$ cat src/rtl/instr_encoder.sv
// Encodes a decoded control bundle plus operand fields back into a 16-bit instruction word.
// Words are queued in a small output FIFO. Illegal bundles raise err and are counted.
module instr_encoder #(
  parameter int unsigned DEPTH   = 2,
  parameter int unsigned CNT_W   = 16,
  parameter logic [3:0]  JUMP_OP = 4'd14
) (
  input  logic             clk,
  input  logic             rst_n,
  input  logic             in_valid,
  output logic             in_ready,
  input  logic [10:0]      ctrl,
  input  logic [3:0]       alu_fn,
  input  logic [3:0]       rs,
  input  logic [3:0]       rt,
  input  logic [3:0]       rd_imm,
  input  logic [11:0]      target,
  output logic             out_valid,
  input  logic             out_ready,
  output logic [15:0]      instr,
  output logic             err,
  output logic [CNT_W-1:0] instr_count,
  output logic [7:0]       err_count
);

  localparam int unsigned PW = $clog2(DEPTH);

  logic [15:0]   mem [DEPTH];
  logic [PW-1:0] wr_ptr, rd_ptr;
  logic [PW:0]   count;
  logic          ready_en;
  logic          legal;
  logic [15:0]   word;
  logic          accept, push, pop;

  always_comb begin
    legal = 1'b0;
    word  = '0;
    case (ctrl)
      11'b01111000100: begin legal = 1'b1; word = {4'd0, rs, rt, rd_imm}; end
      11'b01000100100: begin legal = 1'b1; word = {4'd1, rs, rt, rd_imm}; end
      11'b10010000000: begin
        legal = (alu_fn <= 4'd9);
        word  = {4'd2 + alu_fn, rs, rt, rd_imm};
      end
      11'b00000010010: begin legal = 1'b1; word = {4'd12, rs, rt, rd_imm}; end
      11'b00000001010: begin legal = 1'b1; word = {4'd13, rs, rt, rd_imm}; end
      11'b00000000001: begin legal = 1'b1; word = {JUMP_OP, target}; end
      default: ;
    endcase
  end

  // ready_en keeps in_ready low for the reset cycle itself; in_ready never depends on out_ready.
  assign in_ready  = ready_en && (count < (PW+1)'(DEPTH));
  assign out_valid = (count != '0);
  assign instr     = out_valid ? mem[rd_ptr] : '0;

  assign accept = in_valid && in_ready;
  assign push   = accept && legal;
  assign pop    = out_valid && out_ready;

  always_ff @(posedge clk) begin
    if (push) mem[wr_ptr] <= word;
  end

  always_ff @(posedge clk) begin
    if (!rst_n) begin
      ready_en    <= 1'b0;
      wr_ptr      <= '0;
      rd_ptr      <= '0;
      count       <= '0;
      err         <= 1'b0;
      instr_count <= '0;
      err_count   <= '0;
    end else begin
      ready_en <= 1'b1;
      if (push) wr_ptr <= wr_ptr + PW'(1);
      if (pop)  rd_ptr <= rd_ptr + PW'(1);
      count <= count + (PW+1)'(push) - (PW+1)'(pop);
      err   <= accept && !legal;
      if (push) instr_count <= instr_count + CNT_W'(1);
      if (accept && !legal && err_count != 8'hFF) err_count <= err_count + 8'd1;
    end
  end

endmodule

$ cat config.mk
export PLATFORM = sky130hd
export DESIGN_NAME = instr_encoder
export DESIGN_NICKNAME = d
export VERILOG_FILES = /design/src/rtl/instr_encoder.sv
export SDC_FILE = /design/constraint.sdc
export NUM_CORES = 1
export LEC_CHECK = 0
export CAP_MARGIN = 25
export CORE_ASPECT_RATIO = 0.75
export CORE_UTILIZATION = 30
export CTS_CLUSTER_SIZE = 10
export DETAILED_ROUTE_END_ITERATION = 8
export GPL_TIMING_DRIVEN = 1
export PLACE_DENSITY_LB_ADDON = 0.05
export RECOVER_POWER = 100
export SLEW_MARGIN = 20
export SYNTH_ARGS = -nofsm -noshare
export SYNTH_HDL_FRONTEND = slang
export SYNTH_SLANG_ARGS = --single-unit
$ cat constraint.sdc
create_clock -name clk -period 9.05 [get_ports clk]
set_clock_uncertainty 0.05 [all_clocks]
set_input_delay 1.81 -clock clk [delete_from_list [all_inputs] [get_ports clk]]
set_output_delay 1.81 -clock clk [all_outputs]
set_load 0.05 [all_outputs]
* Yosys cells after proc, flatten, opt, wreduce, memory -nomap -nowiden
Memories as Yosys holds them, arrays and structs flattened. A register that Yosys moved wholly into a read port is not among the register bits.
Cells that the tools add are included.
** Storage, ports and cells
- Output and inout bits :: 43
- Input bits :: 43
- Memories :: 1
- Bits in registers :: 30
- RAM bits :: 32
- Word-level logic and storage cells :: 41
** Memory list
- mem :: words 2, bits a word 16, rd ports 1, clocked after memory_dff 1, write ports 1, line 28 : logic [15:0] mem [DEPTH];
** Cells by class
- Muxes and demuxes :: 8
- Reduce and logical (&&, ||, !) cells :: 9
- Add/subtract/negate cells :: 7
- $lt $le $gt $ge :: 2
- Equality and inequality tests :: 7
** Operators by type and width (number)
- $pmux W16 S6 :: 1
- $eq A11 B10 Y1 const B :: 2
- $add A16 B1 Y16 const B :: 1
- $mux W16 :: 1
- $eq A11 B1 Y1 const B :: 1
- $eq A11 B11 Y1 const B :: 1
- $eq A11 B4 Y1 const B :: 1
- $eq A11 B5 Y1 const B :: 1
- $add A8 B1 Y8 const B :: 1
- $ne A8 B8 Y1 const B :: 1
- $logic_and A1 B1 Y1 :: 6
- $mux W1 :: 5
- $reduce_or A5 Y1 :: 1
- $add A2 B4 Y4 const A :: 1
- $le A4 B4 Y1 const B :: 1
- $add A1 B1 Y1 const B :: 2
- $add A2 B1 Y2 :: 1
- $lt A2 B2 Y1 const B :: 1
- $pmux W1 S2 :: 1
- $reduce_bool A2 Y1 :: 1
- $sub A2 B1 Y2 :: 1
- $logic_not A1 Y1 :: 1

* Logic depth before layout (Yosys ltp)
- Depth in word-level cells :: 6
- Mapped depth :: 12
- Gate-level depth less buffers :: 10

* Least setup slack after synthesis
Ideal clock, no wire load.
- Path kind :: input to register
- From :: in ctrl[7]
- To :: mem mem[0][0], enable pin
- Path slack :: 4.597 ns
- Stages on the path :: 7
- Data arrival time :: 4.015 ns
- Data required time :: 8.612 ns
- Path through :: or4b_1 > a2111oi_2 > a31o_2 > o21ai_4 > clkbuf_8 > buf_2 > nor2_1
** On the way
- Longest elaborated chain between the ends :: 6
- Elaborated cells on any way between the ends :: 11
- Those cells by class :: eq/ne: 6; mux: 3; reduce/logical: 2
** Ends and longest elaborated chain
- start: declaration :: line 12 : input logic [10:0] ctrl,
- $eq A11 B1 Y1 (tied with other cells) :: line 39 : case (ctrl)
- $reduce_or A5 Y1 (no source line)
- $pmux W1 S2 (*) :: line 39
- $logic_and A1 B1 Y1 (*) :: line 59 : assign push = accept && legal;
- $mux W1 (*) :: line 63 : if (push) mem[wr_ptr] <= word;
- $mux W1 (implied by the code) (*) :: line 63
- end: declaration :: line 28
Every way passes the cells marked *; elsewhere a longest branch is shown, timed or not.

* Worst setup path after layout
- From :: in ctrl[1]
- To :: reg count[1]
** On the way
- Longest elaborated chain between the ends :: 6
- Elaborated cells on any way between the ends :: 11
- Those cells by class :: add/sub: 2; eq/ne: 6; mux: 1; reduce/logical: 2
** Ends and longest elaborated chain
- $eq A11 B1 Y1 (tied with other cells) :: line 39
- $reduce_or A5 Y1 (no source line)
- $pmux W1 S2 (*) :: line 39
- $logic_and A1 B1 Y1 (*) :: line 59
- $add A2 B1 Y2 (*) :: line 79 : count <= count + (PW+1)'(push) - (PW+1)'(pop);
- $sub A2 B1 Y2 (*) :: line 79
- end signal: assignment :: line 79
- end: declaration :: line 30 : logic [PW:0] count;
Marks and branches as above.
A chain may end at the register's enable or synchronous reset.

==> impl_metrics.py <==
metrics = {
    "status": {
        "status": "finished, violations left",
        "violations": "capacitance limit, slew limit",
    },
    "clocking": {
        "cts_made_buffers": 9,
        "post_cts_buffers": 0,
        "ctsHoldBuffers": 0,
        "post_cts_resized": 0,
        "cts_tree": "done",
        "cts_root_buf": "clkbuf_16",
        "clk_path_buf_depth": 2,
        "numClockSinks": 63,
        "path_clk_slew_ns": 0.05,
        "cts.htree.levels": 3,
        "clock_latency_ns": 0.33,
    },
    "worst_setup_path": {
        "critPathMaxFanout": 28,
        "crit_required_ns": 9.20,
        "start_kind": "primary input",
        "crit_type": "primary input to flip-flop",
        "crit_arrival_ns": 6.19,
        "end_kind": "flip-flop",
    },
    "power": {
        "irDropWorstVdd_v": 0.00007292,
        "powerDensity_mw_per_mm2": 183.0,
        "p_leak_uw": 0.001538,
        "power_uw": 774.2,
    },
    "cells_and_area": {
        "nNetsFinal": 413,
        "syn2layout_area_growth_pct": 39.71,
        "fillers": 935,
        "antennaDiodeCount": 0,
        "drive_above_1_share": 0.05946,
    },
    "detailed_routing": {
        "drc": 0,
        "wl_mm": 7.112,
        "first_pass_iters": 5,
        "ant_nets": 0,
        "drtIter0Drc": 82,
        "vias": 2457,
        "viasPerCell": 4.894,
        "wire_per_inst_um": 14.17,
    },
    "synthesis": {
        "synth_xor_area_frac": 0.02314,
        "syn_inst": 277,
        "synthAdderAreaFrac": 0.02066,
        "yosysTopAreaCellShare": 0.3174,
        "ys_top_cells_by_area": "edfxtp_1 32%, dfxtp_1 20%, mux2i_1 6.6%",
        "yosysWarnings": 0,
        "synth_top_family_by_area": "simple AND/OR/NAND/NOR gates",
        "synth_compound_area_frac": 0.1483,
        "syn_avg_cell_area_sq_um": 10.93,
        "synth_sequential_area_ratio": 0.5223,
        "ys_ff_latch": 63,
        "synth_most_common_cell": "edfxtp_1",
        "synth-simple-area-share": 0.1880,
        "syn_nets": 325,
        "synth-async-reset-ratio": 0,
        "synth_cell_type_count": 50,
        "yosysTopAreaCell": "edfxtp_1",
        "synth_edf_count": 32,
        "synthesis.area_sq_mm": 0.003028,
        "synthFlopType": "edfxtp_1",
        "synthMuxAreaShare": 0.06612,
        "synth_common_cells": "32 x edfxtp_1, 31 x dfxtp_1, 25 x nor2_1",
    },
    "job": {
        "maxCapViolations": 1,
    },
    "place": {
        "place_ws_ns": 4.246,
        "io_buffers": 85,
        "dp_hpwl_mm": 4.873,
        "gp_congestion": 0.7729,
    },
    "global_routing": {
        "grt_max_degree": 29,
        "grt.overflow.total": 0,
        "grt_pass1_wl_mm": 11.25,
        "grtUsageTotal": 0.1398,
        "antenna_found_initial": 0,
        "grt_pass1_vias": 2202,
    },
    "sta": {
        "hold_ws_ns": 0.4367,
        "period_share": 0.6665,
        "setup_viol": 0,
        "worst_pin_slew_ns": 2.891,
        "fmax_mhz": 165.8,
        "fin_crit_ns": 6.032,
        "finalSetupTns_ns": 0,
        "maxSlewHeadroom": -0.9479,
        "rsz0062_at_grt": "no",
        "fin_ws_ns": 3.018,
        "slew_viol_final": 29,
        "hold_viol_final": 0,
    },
    "floorplanning": {
        "initial_core_util": 0.3110,
        "fp.coreArea_sq_mm": 0.009736,
        "fp.dieW_um": 118.0,
        "die_h_um": 89.01,
        "num_rows": 31,
        "ios": 86,
        "die-area_sq_mm": 0.01050,
    },
    "worst_hold_path": {
        "holdCritPathClass": "flip-flop to flip-flop",
    },
}
==> cell type report <==
cell class / count / area, sq um / share of cell area
multi-input cells: 196 / 1323 / 0.3126
repair buffers: 89 / 880.8 / 0.2082
well taps: 132 / 165.2 / 0.03904
flip-flops and latches: 63 / 1582 / 0.3739
clock inverters: 5 / 25.02 / 0.005915
clock buffers: 11 / 232.7 / 0.05501
inverters: 6 / 22.52 / 0.005324
==> worst max-delay path: stages <==
cell	delay (ns)
dlygate4sd3_1	0.61
or4_1	0.19
nor4_1	0.09
a31o_1	0.25
o21ai_0	2.15
ha_1	0.52
inv_1	0.06
ha_1	0.14
xor2_1	0.17
xnor2_1	0.13
nor2_1	0.05
==> power breakdown <==
part,total [uW],internal (uW),switching (uW)
Sequential,316,306,9.99
Combinational,160,67.7,92.4
Clock,298,182,116
Total,774,556,219
==> placed cells by master, fill, tap and decap left out, drive strengths merged, types with 4 or more instances in the layout <==
cell           Yosys  final
clkdlybuf4s50      0     40
nor3               5      5
o21ai              9      9
or4                7      7
or3                6      6
nor2              25     25
o31ai              6      6
dfxtp             31     31
nand2b             5      5
nand3              9      9
clkinv             1      5
xor2               4      4
a21oi             13     13
a22o              12     12
mux2i             20     20
and3               5      5
clkbuf             8     13
dlygate4sd3        0     45
nand2             17     17
xnor2              4      4
edfxtp            32     32
ha                 5      5
inv                5      5
o21a               4      4
and2               7      7
nor4               4      4
==> logic make-up after synthesis <==
logic type | after synthesis
AO/OA/AOI/OAI | 61
XOR/XNOR | 8
adder cells (fa/ha/maj) | 5
buffers and inverters | 18
flip-flops | 63
multiplexers | 20
AND/OR/NAND/NOR | 102
==> through the flow <==
step | utilization | area (sq um) | cells
2_1_floorplan | - | 3028 | 277
3_3_place_gp | 0.4102 | 3994 | 485
3_5_place_dp | 0.4102 | 3994 | 485
4_1_cts | 0.4367 | 4252 | 501
5_1_grt | 0.4345 | 4230 | 502
6_report | 0.4345 | 4230 | 502
==> state kept, by name, indices dropped and copies added (netlist names), named ones only <==
register / count
wr_ptr: 1
count: 2
err: 1
err_count: 8
ready_en: 1
mem: 32
instr_count: 16
rd_ptr: 1
==> worst paths after layout <==
| kind | startpoint | to | slack [ns] | cells past startpoint |
|---|---|---|---|---|
| setup / recovery | ctrl[1] | count[1] | 3.02 | 11 |
| hold reg to reg | instr_count[15] | instr_count[15] | 0.44 | 2 |
| setup reg to reg | count[1] | mem[0][13] | 5.85 | 5 |
| hold / removal | instr_count[15] | instr_count[15] | 0.44 | 2 |
==> per-layer routing <==
metal / up-vias / wire [um] / global-route usage / share of wire
li1: 1228 / - / - / -
met1: 1153 / 3574 / 0.1821 / 0.50
met2: 64 / 2994 / 0.2080 / 0.42
met3: 12 / 444 / 0.05485 / 0.062
met4: 0 / 98 / 0.05828 / 0.014
met5: - / 0 / 0 / 0
Note: power is estimated with default switching activity, not from simulation.
